`config.mk`:
```
export PLATFORM = sky130hd
export DESIGN_NAME = vehicle_detector
export DESIGN_NICKNAME = d
export VERILOG_FILES = /design/src/rtl/vehicle_detector.sv
export SDC_FILE = /design/constraint.sdc
export NUM_CORES = 1
export LEC_CHECK = 0
export ABC_AREA = 1
export CAP_MARGIN = 0
export CORE_UTILIZATION = 55
export CTS_CLUSTER_SIZE = 20
export DETAILED_ROUTE_END_ITERATION = 10
export PLACE_DENSITY = 0.86
export REMOVE_ABC_BUFFERS = 1
export SLEW_MARGIN = 20
export SYNTH_ARGS = -nofsm -noshare
export SYNTH_HDL_FRONTEND = slang
export SYNTH_SLANG_ARGS = --single-unit
```
`constraint.sdc`:
```
create_clock -name clk -period 2.5 [get_ports clk]
set_clock_uncertainty 0.15 [all_clocks]
set_input_delay 0.25 -clock clk [delete_from_list [all_inputs] [get_ports clk]]
set_output_delay 0.25 -clock clk [all_outputs]
set_load 0.03 [all_outputs]
```
`src/rtl/vehicle_detector.sv`:
```
// vehicle_detector: loop-sensor front end for the intersection light controller.
// Synchronizes and debounces the raw loop input, latches a vehicle request until
// the controller shows GREEN, counts qualified arrivals and flags a stuck sensor.
// A stuck sensor fails safe by holding CarDetected asserted.
module vehicle_detector #(
   parameter int DEBOUNCE    = 4,     // consecutive synchronized cycles to accept a change (2..255)
   parameter int STUCK_LIMIT = 1024,  // occupancy cycles before the sensor is declared stuck
   parameter int CNT_W       = 8      // width of CarCount
) (
   input  logic             clk,
   input  logic             reset,        // asynchronous, active-low
   input  logic             LoopRaw,      // raw loop sensor, asynchronous to clk
   input  logic [1:0]       LightState,   // 0 RED, 1 GREEN, 2 YELLOW, 3 invalid
   input  logic             ClearFault,   // one-cycle request to clear Fault
   output logic             CarDetected,
   output logic [CNT_W-1:0] CarCount,
   output logic             Fault
);

   localparam int DEB_W   = $clog2(DEBOUNCE) + 1;
   localparam int DWELL_W = $clog2(STUCK_LIMIT + 1);

   localparam logic [DEB_W-1:0]   DEB_LAST  = DEB_W'(DEBOUNCE - 1);
   localparam logic [DWELL_W-1:0] DWELL_MAX = DWELL_W'(STUCK_LIMIT);
   localparam logic [1:0]         GREEN     = 2'd1;

   typedef enum logic [1:0] {
      IDLE    = 2'd0,
      ARRIVE  = 2'd1,
      PRESENT = 2'd2,
      DEPART  = 2'd3
   } state_t;

   logic               sync1;
   logic               loop_s;
   state_t             state;
   state_t             state_nx;
   logic [DEB_W-1:0]   deb;
   logic [DEB_W-1:0]   deb_nx;
   logic [DWELL_W-1:0] dwell;
   logic [DWELL_W-1:0] dwell_nx;
   logic               req;
   logic               req_nx;
   logic               fault_nx;
   logic               arrival;
   logic               occupied;
   logic               occupied_nx;

   // Two-flop synchronizer: the only logic that samples LoopRaw.
   // NOTE: flops use non-blocking assignments so every register sees pre-edge values.
   always_ff @(posedge clk or negedge reset) begin
      if (!reset) begin
         sync1  <= 1'b0;
         loop_s <= 1'b0;
      end else begin
         sync1  <= LoopRaw;
         loop_s <= sync1;
      end
   end

   // Debounce state machine: next state and debounce count.
   // NOTE: every output of this block gets a default first so no path infers a latch.
   always_comb begin
      state_nx = state;
      deb_nx   = deb;
      case (state)
         IDLE: begin
            if (loop_s) begin
               state_nx = ARRIVE;
               deb_nx   = DEB_W'(1);
            end
         end
         ARRIVE: begin
            if (!loop_s) begin
               // glitch rejected, not counted
               state_nx = IDLE;
               deb_nx   = '0;
            end else if (deb == DEB_LAST) begin
               state_nx = PRESENT;
               deb_nx   = '0;
            end else begin
               deb_nx = deb + 1'b1;
            end
         end
         PRESENT: begin
            if (!loop_s) begin
               state_nx = DEPART;
               deb_nx   = DEB_W'(1);
            end
         end
         DEPART: begin
            if (loop_s) begin
               // same vehicle bouncing: back to PRESENT without a recount
               state_nx = PRESENT;
               deb_nx   = '0;
            end else if (deb == DEB_LAST) begin
               state_nx = IDLE;
               deb_nx   = '0;
            end else begin
               deb_nx = deb + 1'b1;
            end
         end
         default: begin
            state_nx = IDLE;
            deb_nx   = '0;
         end
      endcase
   end

   // Arrival detection, request latch, dwell counter and fault flag next values.
   always_comb begin
      arrival     = (state == ARRIVE) && (state_nx == PRESENT);
      occupied    = (state == PRESENT) || (state == DEPART);
      occupied_nx = (state_nx == PRESENT) || (state_nx == DEPART);

      // set wins over a GREEN clear; invalid light (3) never clears
      if (arrival) begin
         req_nx = 1'b1;
      end else if (LightState == GREEN) begin
         req_nx = 1'b0;
      end else begin
         req_nx = req;
      end

      if (ClearFault || (state_nx == IDLE)) begin
         dwell_nx = '0;
      end else if (occupied && (dwell != DWELL_MAX)) begin
         dwell_nx = dwell + 1'b1;
      end else begin
         dwell_nx = dwell;
      end

      // a clear coinciding with the limit wins; dwell restarts from zero
      if (ClearFault) begin
         fault_nx = 1'b0;
      end else begin
         fault_nx = Fault || (dwell_nx == DWELL_MAX);
      end
   end

   // State register and registered outputs; CarDetected follows next-state values.
   always_ff @(posedge clk or negedge reset) begin
      if (!reset) begin
         state       <= IDLE;
         deb         <= '0;
         dwell       <= '0;
         req         <= 1'b0;
         Fault       <= 1'b0;
         CarDetected <= 1'b0;
         CarCount    <= '0;
      end else begin
         state       <= state_nx;
         deb         <= deb_nx;
         dwell       <= dwell_nx;
         req         <= req_nx;
         Fault       <= fault_nx;
         CarDetected <= fault_nx || req_nx || occupied_nx;
         if (arrival && (CarCount != '1)) begin
            CarCount <= CarCount + 1'b1;
         end
      end
   end

endmodule

```
Word-level counts from Yosys, hierarchy flattened
Index checks and enable logic that the tools add are counted.
{ "totals": {"regBits": 29, "latchBits": 0, "ramBits": 0, "rom_bits": 0, "word_cells": 54, "mem_count": 0} }
{ "classes": {"add_sub_neg": 3, "n_mul": 0, "n_div": 0, "order_cmp": 0, "eq_ne": 12, "shifts": 0, "mux": 18, "n_bitwise": 0, "n_reduce_logical": 12} }
{ "ops": {"columns": ["op", "n"], "rows": [
  ["$mux 11", 2],
  ["$mux 3", 5],
  ["$mux 2", 6],
  ["$pmux 3 s4", 1],
  ["$add 11x1->11 const B", 1],
  ["$eq 11x11->1 const B", 1],
  ["$ne 11x11->1 const B", 1],
  ["$add 8x1->8 const B", 1],
  ["$eq 2x2->1 const B", 4],
  ["$ne 8x8->1 const B", 1],
  ["$pmux 2 s4", 1],
  ["$logic_or 1x1->1", 6],
  ["$eq 2x1->1 const B", 2],
  ["$logic_not 2->1", 2],
  ["$ne 2x2->1 const B", 2],
  ["$add 3x1->3 const B", 1],
  ["$eq 3x2->1 const B", 1],
  ["$logic_and 1x1->1", 3],
  ["$mux 1", 3],
  ["$reduce_and 2->1", 1]
]} }

Depth between registers and ports, before layout
{ "depth": {"word_depth": 12, "ltp_mapped": 16, "depth_no_buf": 16} }

Worst setup path after synthesis
OpenSTA, ideal clock, no wires.
{ "synth_timing": {"kind": "reg2reg", "from": "reg CarCount[0]", "to": "reg CarCount[7]", "setup_time_ps": 134, "arrival_time_ps": 1650, "slack_ps": 566, "stages_incl_launch_ff": 13, "n_path_buf": 0, "path_cell_list": "dfrtp_1 > ha_1 > nand3_1 > inv_1 > nand2_1 > nor2_1 > nand3_1 > nand2_1 > inv_2 > nand2_1 > nor3_2 > nand3_1 > xnor2_1"} }
{ "synth_via": {"elab_chain_cells": 2, "word_cells_on_any_way": 3} }
{ "synth_lines": {"columns": ["element", "line_no", "source"], "rows": [
  ["from (decl)", "16", "output logic [CNT_W-1:0] CarCount,"],
  ["from (signal assigned)", "159", "CarCount <= CarCount + 1'b1;"],
  ["parallel branches: the longest is 2 deep, another holds $add 8x1->8", null, null]
]} }
Several ways; the timed one is not identified.
A chain may end at the register's enable or synchronous reset.

Worst setup path after layout
{ "layout_timing": {"from": "reg dwell[0]", "to": "reg Fault"} }
{ "layout_via": {"elab_chain_cells": 7, "word_cells_on_any_way": 8} }
{ "layout_lines": {"columns": ["element", "line_no", "source"], "rows": [
  ["from (decl)", "40", "logic [DWELL_W-1:0] dwell;"],
  ["from (signal assigned)", "154", "dwell <= dwell_nx;"],
  ["parallel branches: the longest is 2 deep, another holds $add 11x1->11", null, null],
  ["$mux 11 *", "127", "end else if (occupied && (dwell != DWELL_MAX)) begin"],
  ["$mux 11 *", "125", "if (ClearFault || (state_nx == IDLE)) begin"],
  ["$eq 11x11->1 *", "137", "fault_nx = Fault || (dwell_nx == DWELL_MAX);"],
  ["$logic_or 1x1->1 *", "137", null],
  ["$mux 1 *", "134", "if (ClearFault) begin"],
  ["named net fault_nx", "44", "logic fault_nx;"],
  ["to (signal assigned)", "156", "Fault <= fault_nx;"],
  ["to (decl)", "17", "output logic Fault"]
]} }
Mark *: on every way through the listed nets, which the timed path passes.

==> results.ini <==
[run_status]
status = complete, no violations

[logic_synthesis]
synth_cell_type_count = 25
postSynthCellCount = 225
synth.avg_cell_area_sq_um = 7.52
synth_most_common_cell = nand2_1
synth_top_area_share_pct = 42.9
synth_area_leaders = dfrtp_1 (43%), nand2_1 (17%), inv_1 (7.8%)
syn_area_sq_mm = 0.00169
yosysSeqAreaShare_pct = 42.9
async_flop_share_pct = 100
yosys.area.top_type = dfrtp_1
synth-main-ff-cell = dfrtp_1
ys_ff_latch = 29
ys_top_cells_by_count = nand2_1 (75), inv_1 (35), dfrtp_1 (29)
synth_edf_count = 0
yosys_warnings = 0

[placed_design]
dp_hpwl_mm = 2.36
dp.cells = 270
placed_area_sq_mm = 0.00188
io_buffers = 15
place.gp.congestion = 0.929

[detailed_routing]
ant_nets = 0
wl_mm = 3.18
drt_pre_antenna_iters = 5
routedWlPerCell_um = 11.5
vias_per_cell = 5.10
vias = 1417
first_iter_violations = 87
drc_errors = 0

[finish]
fin_cells = 278
area_growth_syn_to_layout_pct = 14.1
stdcell_area_sq_mm = 0.00193
n_antenna_cell = 0
register_area_sq_um = 726
multi_input_area_sq_um = 802
fillerInstances = 229
drive_above_1_share_pct = 13.0
nNetsFinal = 256

[clock_network]
cts_resized = 0
clkTransAtPathRegs_ns = 0.09
hold_buffers = 0
cts_tree = built
cts_buffer_depth = 2
root_buffer = clkbuf_4
cts_setup_buffers = 0
numCtsBuffers = 5
h-tree-depth = 2
clk_latency_ns = 0.32
cts_sinks = 29

[setup_path]
required_ns = 2.61
start_kind = flip-flop
rr_worst_depth = 16
cp-end-kind = flip-flop
crit-reg2reg-launch = dwell[0]$_DFF_PN0_
critPathMaxFanout = 9
r2r-end = Fault$_DFF_PN0_
r2r_slack_ns = 0.43
critPathKind = reg2reg
crit_arrival_ns = 2.18

[power_and_ir_drop]
intPower_mw = 0.837
seq_power_share_pct = 45.1
vdd_drop_max_mv = 0.574
power_mw = 1.39
switchingPower_mw = 0.557
p_per_area_mw_per_mm2 = 723
combPwrFrac_pct = 35.5
pwr-share-clk_pct = 19.3
switching_share_pct = 40.0
leakagePower_nw = 1.09

[die]
start_util_pct = 59.8
core_area_sq_mm = 0.00283
design.die.area_sq_mm = 0.00330
dieWidth_um = 57.5
std_cell_rows = 19
fp.dieH_um = 57.5
pin_count = 16

[timing]
slew_violations = 0
worst_pin_slew_ns = 0.364
fmax_ghz = 0.483
setup_tns_ns = 0
grt_setup_unrepaired = no
period_minus_slack_ns = 2.07
setup_violations = 0
finalCritPeriodShare_pct = 82.9
max_slew_margin_pct = 75.8
hold_violations = 0

[worst_hold_path]
min_path_type = in2async

[global_routing]
antenna_found_initial = 0
overflow = 0
grt_max_degree = 30
grt_pass1_vias = 1258
grt_usage_pct = 22.3
grt_pass1_wl_mm = 5.58

[flow_run]
max_cap_viol_count = 0

[cell type report]
cell class / count / area share (%)
repair buffers: 17 / 8.56
multi-input cells: 154 / 41.6
inverters: 39 / 7.59
clock buffers: 6 / 2.14
well taps: 31 / 2.01
clock inverters: 2 / 0.519
flip-flops and latches: 29 / 37.6
[power by group through the flow]
stage                     Combinational, mW  Clock, mW  Sequential, mW
final                                 0.496      0.269           0.630
after global routing                  0.553      0.303           0.640
after CTS                             0.498      0.281           0.629
after detailed placement              0.497          0           0.635
after global placement                0.487          0           0.634
after floorplan                       0.298          0           0.675
[critical path, cell delays in order (launching register included)]
cell,delay [ns]
dfrtp_1,0.47
inv_1,0.16
ha_1,0.20
inv_1,0.04
nor2_1,0.08
nand3_1,0.08
nor2_2,0.15
nor2_4,0.08
nand2_1,0.06
nand2_1,0.05
nand2_1,0.07
nand2_1,0.06
nor2_1,0.12
nand3_1,0.09
nand2_1,0.06
nand2_1,0.06
inv_1,0.05
[layout by cell type, fill, tap and decap left out, drive strengths merged]
cell type	netlist	routed
nand3b	1	1
a21boi	1	1
o21ai	4	4
nor2	21	21
nand2	82	82
nand4	3	3
a21oi	2	2
clkdlybuf4s50	0	15
nand3	20	20
xor2	8	8
dfrtp	29	29
buf	3	2
ha	4	4
clkbuf	0	6
clkinv	1	3
or2	1	1
nor3	3	3
inv	38	38
xnor2	4	4
[metrics by stage]
stage                     hold slack [ns]  util [%]  worst slack (ns)
after floorplan                    -0.196         -             0.384
after global placement              0.202      66.4             0.493
after detailed placement            0.203      66.4             0.470
after CTS                           0.149      68.2             0.447
after global routing                0.164      68.2             0.175
final                               0.153      68.2             0.427
[worst max path at each step]
stage | start | endpoint | slack, ns | cells after the start
floorplan | deb[0]$_DFFE_PN0P_ | CarDetected$_DFF_PN0_ | 0.38 | 12
global placement | dwell[0]$_DFF_PN0_ | CarDetected$_DFF_PN0_ | 0.49 | 16
detailed placement | dwell[0]$_DFF_PN0_ | CarDetected$_DFF_PN0_ | 0.47 | 16
CTS | dwell[0]$_DFF_PN0_ | Fault$_DFF_PN0_ | 0.45 | 16
global route | dwell[0]$_DFF_PN0_ | Fault$_DFF_PN0_ | 0.18 | 16
finish | dwell[0]$_DFF_PN0_ | Fault$_DFF_PN0_ | 0.43 | 16
[metal layers]
metal	up-vias	track usage, %	wire, um
met1	637	34.5	1600
met3	2	6.58	258
li1	724	-	-
met5	-	0	0
met2	54	30.7	1320
met4	0	5.23	8
[registers in the layout, summed over array words and instances, names as in the netlist]
name	flops
CarCount	8
CarDetected	1
Fault	1
deb	3
dwell	11
loop_s	1
req	1
state	2
sync1	1
[cells by family after synthesis]
| logic type | share of synthesized area (%) |
|---|---|
| compound gates | 2.22 |
| xor+xnor | 6.21 |
| fa+ha+maj | 2.96 |
| buf+inv | 9.69 |
| flops | 42.9 |
| simple gates | 36.0 |
Power figures use the tool's default switching activity.
